$ cat config.mk
export PLATFORM = sky130hd
export DESIGN_NAME = float_to_int_flat
export DESIGN_NICKNAME = d
export VERILOG_FILES = /design/src/rtl/float_to_int_if.sv /design/src/rtl/float_to_int.sv /design/src/flat_wrapper.sv
export SDC_FILE = /design/constraint.sdc
export NUM_CORES = 1
export LEC_CHECK = 0
export CAP_MARGIN = 20
export CORE_MARGIN = 4
export CORE_UTILIZATION = 55
export CTS_CLUSTER_SIZE = 28
export DETAILED_ROUTE_END_ITERATION = 16
export GPL_TIMING_DRIVEN = 0
export HOLD_SLACK_MARGIN = 0.02
export PLACE_DENSITY = 0.75
export SYNTH_ARGS = -nofsm -noshare
export SYNTH_HDL_FRONTEND = slang
export SYNTH_SLANG_ARGS = --single-unit
$ cat constraint.sdc
create_clock -name clk -period 4.7 [get_ports clk]
set_input_delay 0.47 -clock clk [delete_from_list [all_inputs] [get_ports clk]]
set_output_delay 0.47 -clock clk [all_outputs]
set_load 0.005 [all_outputs]
$ cat src/rtl/float_to_int_if.sv
// Handshake bundle for the float to int converter: float operand in, integer plus flags out.
interface float_to_int_if;
   logic        in_valid;
   logic        in_ready;
   logic [31:0] fl;
   logic        out_valid;
   logic        out_ready;
   logic [31:0] out_data;
   logic        out_nv;
   logic        out_of;
   logic        out_nx;

   modport slave (
      input  in_valid, fl, out_ready,
      output in_ready, out_valid, out_data, out_nv, out_of, out_nx
   );

   modport master (
      output in_valid, fl, out_ready,
      input  in_ready, out_valid, out_data, out_nv, out_of, out_nx
   );
endinterface

$ cat src/rtl/float_to_int.sv
// IEEE-754 single to signed 32-bit integer converter: capture, classify, align, round/saturate.
// One global stage enable; the whole pipeline freezes under output backpressure.
module float_to_int #(
   parameter int ROUND_NEAREST = 0
) (
   input  logic           clk,
   input  logic           rst,
   float_to_int_if.slave  bus
);

   localparam bit RN = (ROUND_NEAREST != 0);

   logic en;
   assign en           = !bus.out_valid || bus.out_ready;
   assign bus.in_ready = en;

   // capture
   logic        v0;
   logic [31:0] f0;

   always_ff @(posedge clk or negedge rst) begin
      if (!rst) begin
         v0 <= 1'b0;
         f0 <= '0;
      end else if (en) begin
         v0 <= bus.in_valid;
         f0 <= bus.fl;
      end
   end

   // classify
   logic [7:0]  e0;
   logic [22:0] m0;
   logic [7:0]  sh_full;
   logic        c_nan, c_inf, c_tiny, c_big, c_min, c_e126, c_nz;

   assign e0      = f0[30:23];
   assign m0      = f0[22:0];
   assign sh_full = e0 - 8'd127;
   assign c_nan   = (e0 == 8'hFF) && (m0 != '0);
   assign c_inf   = (e0 == 8'hFF) && (m0 == '0);
   // Everything below 1.0 takes the tiny path; exp==126 supplies the guard bit there.
   assign c_tiny  = (e0 < 8'd127);
   assign c_big   = (e0 >= 8'd158);
   assign c_min   = (f0 == 32'hCF00_0000);
   assign c_e126  = (e0 == 8'd126);
   assign c_nz    = (f0[30:0] != '0);

   logic        v1, sign1, nan1, sat1, tiny1, min1, e126_1, nz1;
   logic [4:0]  sh1;
   logic [22:0] mnt1;

   always_ff @(posedge clk or negedge rst) begin
      if (!rst) begin
         v1     <= 1'b0;
         sign1  <= 1'b0;
         nan1   <= 1'b0;
         sat1   <= 1'b0;
         tiny1  <= 1'b0;
         min1   <= 1'b0;
         e126_1 <= 1'b0;
         nz1    <= 1'b0;
         sh1    <= '0;
         mnt1   <= '0;
      end else if (en) begin
         v1     <= v0;
         sign1  <= f0[31];
         nan1   <= c_nan;
         sat1   <= c_inf || c_big;
         tiny1  <= c_tiny;
         min1   <= c_min;
         e126_1 <= c_e126;
         nz1    <= c_nz;
         sh1    <= sh_full[4:0];
         mnt1   <= m0;
      end
   end

   // align: significand value is sig * 2^(sh1-23)
   logic [23:0] sig;
   logic [4:0]  rs_amt, ls_amt;
   logic [47:0] rsh;
   logic [32:0] a_mag;
   logic        a_g, a_st;

   assign sig    = {1'b1, mnt1};
   assign rs_amt = 5'd23 - sh1;
   assign ls_amt = sh1 - 5'd23;

   always_comb begin
      a_mag = '0;
      a_g   = 1'b0;
      a_st  = 1'b0;
      rsh   = '0;
      if (tiny1) begin
         a_g  = e126_1;
         a_st = e126_1 ? (mnt1 != '0) : nz1;
      end else if (sh1 >= 5'd23) begin
         a_mag = {9'b0, sig} << ls_amt;
      end else begin
         rsh   = {sig, 24'b0} >> rs_amt;
         a_mag = {9'b0, rsh[47:24]};
         a_g   = rsh[23];
         a_st  = |rsh[22:0];
      end
   end

   logic        v2, sign2, nan2, sat2, min2, g2, st2;
   logic [32:0] mag2;

   always_ff @(posedge clk or negedge rst) begin
      if (!rst) begin
         v2    <= 1'b0;
         sign2 <= 1'b0;
         nan2  <= 1'b0;
         sat2  <= 1'b0;
         min2  <= 1'b0;
         g2    <= 1'b0;
         st2   <= 1'b0;
         mag2  <= '0;
      end else if (en) begin
         v2    <= v1;
         sign2 <= sign1;
         nan2  <= nan1;
         sat2  <= sat1;
         min2  <= min1;
         g2    <= a_g;
         st2   <= a_st;
         mag2  <= a_mag;
      end
   end

   // round, sign, saturate
   logic        inc, over;
   logic [32:0] mr, neg;
   logic [31:0] r_data;
   logic        r_nv, r_of, r_nx;

   assign inc  = RN && g2 && (st2 || mag2[0]);
   assign mr   = mag2 + {32'b0, inc};
   assign neg  = 33'd0 - mr;
   assign over = sign2 ? (mr > 33'h0_8000_0000) : (mr > 33'h0_7FFF_FFFF);

   always_comb begin
      r_data = '0;
      r_nv   = 1'b0;
      r_of   = 1'b0;
      r_nx   = 1'b0;
      if (nan2) begin
         r_data = 32'h8000_0000;
         r_nv   = 1'b1;
      end else if (min2) begin
         // exactly -2^31 is representable even though its exponent is in the big range
         r_data = 32'h8000_0000;
      end else if (sat2 || over) begin
         r_data = sign2 ? 32'h8000_0000 : 32'h7FFF_FFFF;
         r_of   = 1'b1;
      end else begin
         r_data = sign2 ? neg[31:0] : mr[31:0];
         r_nx   = g2 || st2;
      end
   end

   always_ff @(posedge clk or negedge rst) begin
      if (!rst) begin
         bus.out_valid <= 1'b0;
         bus.out_data  <= '0;
         bus.out_nv    <= 1'b0;
         bus.out_of    <= 1'b0;
         bus.out_nx    <= 1'b0;
      end else if (en) begin
         bus.out_valid <= v2;
         bus.out_data  <= r_data;
         bus.out_nv    <= r_nv;
         bus.out_of    <= r_of;
         bus.out_nx    <= r_nx;
      end
   end

endmodule
$ cat src/flat_wrapper.sv
// flat-port wrapper written by rule: the top's interface ports become plain ports
module float_to_int_flat 
#(
   parameter int ROUND_NEAREST = 0
)
  (clk, rst, bus_in_valid, bus_fl, bus_out_ready, bus_in_ready, bus_out_valid, bus_out_data, bus_out_nv, bus_out_of, bus_out_nx);
  float_to_int_if bus_i ();
  input  logic clk;
  input  logic rst;
  input wire logic [$bits(bus_i.in_valid)-1:0] bus_in_valid;
  input wire logic [$bits(bus_i.fl)-1:0] bus_fl;
  input wire logic [$bits(bus_i.out_ready)-1:0] bus_out_ready;
  output wire logic [$bits(bus_i.in_ready)-1:0] bus_in_ready;
  output wire logic [$bits(bus_i.out_valid)-1:0] bus_out_valid;
  output wire logic [$bits(bus_i.out_data)-1:0] bus_out_data;
  output wire logic [$bits(bus_i.out_nv)-1:0] bus_out_nv;
  output wire logic [$bits(bus_i.out_of)-1:0] bus_out_of;
  output wire logic [$bits(bus_i.out_nx)-1:0] bus_out_nx;
  assign bus_i.in_valid = bus_in_valid;
  assign bus_i.fl = bus_fl;
  assign bus_i.out_ready = bus_out_ready;
  assign bus_in_ready = bus_i.in_ready;
  assign bus_out_valid = bus_i.out_valid;
  assign bus_out_data = bus_i.out_data;
  assign bus_out_nv = bus_i.out_nv;
  assign bus_out_of = bus_i.out_of;
  assign bus_out_nx = bus_i.out_nx;
  float_to_int #(.ROUND_NEAREST(ROUND_NEAREST)) u_core (.clk(clk), .rst(rst), .bus(bus_i));
endmodule
==> flow_summary.html <==
<table>
<tr><th>Metric</th><th>Value</th></tr>
<tr><th colspan="2">CTS</th></tr>
<tr><td>Total number of H-tree levels</td><td>4</td></tr>
<tr><td>Post-CTS repair timing setup buffer count</td><td>0</td></tr>
<tr><td>TritonCTS clock tree</td><td>done</td></tr>
<tr><td>Clock Latency Late Sink</td><td>430 ps</td></tr>
<tr><td>CTS Sinks</td><td>145</td></tr>
<tr><td>Resized Gates After CTS</td><td>0</td></tr>
<tr><td>Number of buffers on the longest clock path</td><td>2</td></tr>
<tr><td>Number of buffers inserted during clock tree synthesis</td><td>17</td></tr>
<tr><td>Count of hold buffers inserted by post-cts repair</td><td>0</td></tr>
<tr><td>CTS clock-pin slew for the worst setup and hold paths</td><td>70 ps</td></tr>
<tr><td>Cell at the root of the clock tree</td><td>sky130_fd_sc_hd__clkbuf_16</td></tr>
<tr><th colspan="2">STA</th></tr>
<tr><td>Final setup violation count</td><td>0</td></tr>
<tr><td>Slew of the pin with the lowest slew margin</td><td>1036 ps</td></tr>
<tr><td>Share of the clock period used by the worst path</td><td>0.8109</td></tr>
<tr><td>Unrepaired setup endpoints after global routing</td><td>no</td></tr>
<tr><td>Final Skew</td><td>11.62 ps</td></tr>
<tr><td>Post-layout minimum cycle time</td><td>3811 ps</td></tr>
<tr><td>Worst path setup slack after routing</td><td>~890 ps</td></tr>
<tr><td>Fin. Hold Viols</td><td>0</td></tr>
<tr><td>Slew Limit Fails</td><td>0</td></tr>
<tr><td>Worst slew margin relative to its limit</td><td>0.3050</td></tr>
<tr><td>F_max</td><td>262.4 MHz</td></tr>
<tr><th colspan="2">Yosys</th></tr>
<tr><td>Mapped Cells</td><td>1086</td></tr>
<tr><td>Share of synthesized cell area in and, or, nand and nor gates</td><td>0.2095</td></tr>
<tr><td>Count of different cell masters after synthesis</td><td>72</td></tr>
<tr><td>Count of flip-flops with a built-in enable after synthesis</td><td>0</td></tr>
<tr><td>Dominant cells by area after synthesis</td><td>sky130_fd_sc_hd__dfrtp_1 (37%), sky130_fd_sc_hd__nand2_1 (11%), sky130_fd_sc_hd__mux4_2 (9.5%), sky130_fd_sc_hd__mux2i_1 (5.4%), sky130_fd_sc_hd__clkbuf_1 (2.6%)</td></tr>
<tr><td>Compound-cell area share of the yosys netlist</td><td>0.1672</td></tr>
<tr><td>Part of the Yosys area used for sequential elements</td><td>0.3739</td></tr>
<tr><td>Async set or reset register ratio after synthesis</td><td>1.000</td></tr>
<tr><td>Most area-hungry cell type in the Yosys netlist</td><td>sky130_fd_sc_hd__dfrtp_1</td></tr>
<tr><td>Mux contribution to synthesized area</td><td>0.1720</td></tr>
<tr><td>Area share of xor/xnor cells in the synthesized design</td><td>0.01895</td></tr>
<tr><td>Fraction of post-synthesis cell area in the top cell type by area</td><td>0.3739</td></tr>
<tr><td>Ys Warns</td><td>0</td></tr>
<tr><td>Synth Net Count</td><td>1131</td></tr>
<tr><td>Number of flip-flops and latches in the synthesized netlist</td><td>145</td></tr>
<tr><td>Count leader, synth</td><td>sky130_fd_sc_hd__nand2_1</td></tr>
<tr><td>Largest family of logic cells by synthesized area</td><td>simple AND/OR/NAND/NOR gates</td></tr>
<tr><td>Leading register cell type out of synthesis</td><td>sky130_fd_sc_hd__dfrtp_1</td></tr>
<tr><td>Syn Std Cell Area</td><td>0.009706 mm2</td></tr>
<tr><td>Synth Area in Adders</td><td>0.01160</td></tr>
<tr><td>Average size of a mapped cell</td><td>8.937 um2</td></tr>
<tr><td>Most frequent cells after synthesis</td><td>sky130_fd_sc_hd__nand2_1 (284), sky130_fd_sc_hd__dfrtp_1 (145), sky130_fd_sc_hd__clkbuf_1 (68)</td></tr>
<tr><th colspan="2">Die</th></tr>
<tr><td>I/O pin count</td><td>73</td></tr>
<tr><td>Y dimension of the die</td><td>between 100 and 150 um</td></tr>
<tr><td>Core Area</td><td>0.01730 mm2</td></tr>
<tr><td>Die outline area</td><td>a little under 0.02 mm2</td></tr>
<tr><td>Effective utilization at floorplan</td><td>0.5611</td></tr>
<tr><td>Die width</td><td>140.8 um</td></tr>
<tr><td># rows</td><td>48</td></tr>
<tr><th colspan="2">Global route</th></tr>
<tr><td>Largest net degree at the start of global routing</td><td>between 80 and 90</td></tr>
<tr><td>Grt total ovfl</td><td>0</td></tr>
<tr><td>Global-route wire length before repair</td><td>49330 um</td></tr>
<tr><td>Vias in the first global route</td><td>8739</td></tr>
<tr><td>Antenna violations before repair</td><td>0</td></tr>
<tr><td>Overall routing resource usage</td><td>0.3160</td></tr>
<tr><th colspan="2">Drt</th></tr>
<tr><td>Routed Wire Length</td><td>between 30000 and 40000 um</td></tr>
<tr><td>Vias per Instance</td><td>6.550</td></tr>
<tr><td>DRT antenna net count</td><td>0</td></tr>
<tr><td>DRC Markers</td><td>0</td></tr>
<tr><td>First-pass DRT Iterations</td><td>5</td></tr>
<tr><td>Starting DRT DRC Count</td><td>about 1100</td></tr>
<tr><td>Routed wirelength normalized by instance count</td><td>21.85 um</td></tr>
<tr><td>Total vias in the final route</td><td>approximately 9300</td></tr>
<tr><th colspan="2">Worst setup path</th></tr>
<tr><td>Crit path arrival time</td><td>4120 ps</td></tr>
<tr><td>Element type at the critical path start</td><td>flop</td></tr>
<tr><td>Worst Setup Path Type</td><td>reg -&gt; reg</td></tr>
<tr><td>Type of element capturing the critical path</td><td>flop</td></tr>
<tr><td>Maximum fanout encountered on the critical timing path</td><td>10</td></tr>
<tr><td>Required time of the critical path</td><td>approximately 5000 ps</td></tr>
<tr><th colspan="2">Placement</th></tr>
<tr><td>Pre-CTS setup slack</td><td>around 970 ps</td></tr>
<tr><td>Placer Congestion</td><td>just over 1</td></tr>
<tr><td>DP Wirelength</td><td>between 20000 and 25000 um</td></tr>
<tr><td>Area after DPL</td><td>0.01074 mm2</td></tr>
<tr><td>Buffers added on ports</td><td>72</td></tr>
<tr><th colspan="2">Cells and area</th></tr>
<tr><td>Total number of nets in the final design</td><td>1223</td></tr>
<tr><td>Area delta synth-&gt;final</td><td>16.58%</td></tr>
<tr><td>N_diodes</td><td>0</td></tr>
<tr><td>Fillers</td><td>about 1500</td></tr>
<tr><td>Final instance area</td><td>0.01131 mm2</td></tr>
<tr><td>Share of post-route cells with drive strength above 1</td><td>0.09824</td></tr>
<tr><th colspan="2">Flow run</th></tr>
<tr><td>Max-cap violation count</td><td>0</td></tr>
<tr><th colspan="2">Run status</th></tr>
<tr><td>Status</td><td>finished, final reports clean</td></tr>
<tr><th colspan="2">Hold path</th></tr>
<tr><td>Worst min-delay path category</td><td>in -&gt; async</td></tr>
</table>
## final timing paths
kind / startpoint / to / slack (ps) / cells past startpoint
worst max-delay path: u_core.sh1[0] / u_core.mag2[28] / 890 / 11
worst min-delay path: rst / u_core.mnt1[18] / 10 / 1
worst max register to register: u_core.sh1[0] / u_core.mag2[28] / 890 / 11
worst min register to register: u_core.v2 / u_core.v2 / 460 / 2
max in group asynchronous: rst / u_core.bus.out_data[14] / 3870 / 2
min in group clk: u_core.v2 / u_core.v2 / 460 / 2
## critical path, stage by stage, from the launching register on
cell and delay (ps):
sky130_fd_sc_hd__dfrtp_1 430, sky130_fd_sc_hd__buf_4 210, sky130_fd_sc_hd__inv_1 160, sky130_fd_sc_hd__buf_2 310, sky130_fd_sc_hd__buf_2 340, sky130_fd_sc_hd__ha_1 250
sky130_fd_sc_hd__buf_2 320, sky130_fd_sc_hd__mux4_2 580, sky130_fd_sc_hd__mux2_2 320, sky130_fd_sc_hd__mux2i_1 370, sky130_fd_sc_hd__nand2_1 110, sky130_fd_sc_hd__a32o_1 270
## registers in the layout, indices dropped and copies added (netlist names), 5 cells and up
signal and cells:
u_core.bus.out_data 32, u_core.f0 32, u_core.mag2 33, u_core.mnt1 23, u_core.sh1 5
## cell families (layout without fill, tap and decap cells)
| logic type | count (synthesis) | after routing |
|---|---|---|
| buffers and inverters | 109 | 214 |
| adders and majority gates | 9 | 9 |
| DFF | 145 | 145 |
| AOI/OAI and AO/OA | 228 | 228 |
| xor gates and xnor gates | 21 | 21 |
| muxes | 113 | 113 |
| and+or+nand+nor | 461 | 461 |
## per-stage QoR
stage,setup TNS [ps],hold WS (ps),util,cells
5_1_grt,0,66.28,0.6542,1416
4_1_cts,0,33.33,0.6542,1416
6_report,0,11.68,0.6542,1416
2_1_floorplan,0,174.4,-,1086
3_5_place_dp,0,451.2,0.6207,1384
3_3_place_gp,-388900,443.9,0.6191,1383
## cell usage in the layout, fill, tap and decap left out, drive strengths merged, types with 7 or more instances in the layout
cell type      count
nand3             24
mux2              20
a21o               9
o21ai             42
buf               26
a22o              12
o31ai              7
or3                7
xnor2             10
dfrtp            145
a22oi             21
a211oi             7
ha                 9
clkbuf            87
a31oi             13
mux4              41
xor2              11
clkdlybuf4s50     71
inv               20
o211ai            22
nor2              55
nor4              14
a21oi             31
nand2            284
nor3              30
nand4             17
mux2i             52
## per-layer routing
metal | vias up | global-route usage | share of wire
li1 | 4167 | - | -
met1 | 4528 | 0.4643 | 0.42
met2 | 502 | 0.4685 | 0.44
met3 | 78 | 0.06682 | 0.10
met4 | 0 | 0.1066 | 0.031
met5 | - | 0 | 0
## final cells by class
| class | count | area, um2 | area share |
|---|---|---|---|
| plain buffers | 93 | 395.4 | 0.03494 |
| clock buffers | 18 | 429.2 | 0.03793 |
| clock inverters | 14 | 148.9 | 0.01316 |
| inverters | 16 | 60.06 | 0.005308 |
| multi-input cells | 832 | 5622 | 0.4968 |
| flip-flops and latches | 145 | 3628 | 0.3207 |
| well taps | 225 | 281.5 | 0.02488 |
| repair buffers | 73 | 749.5 | 0.06624 |
Power is left out: the tool's default activity adds up to more than one toggle a clock period on the data nets, which glitch-free logic cannot reach.
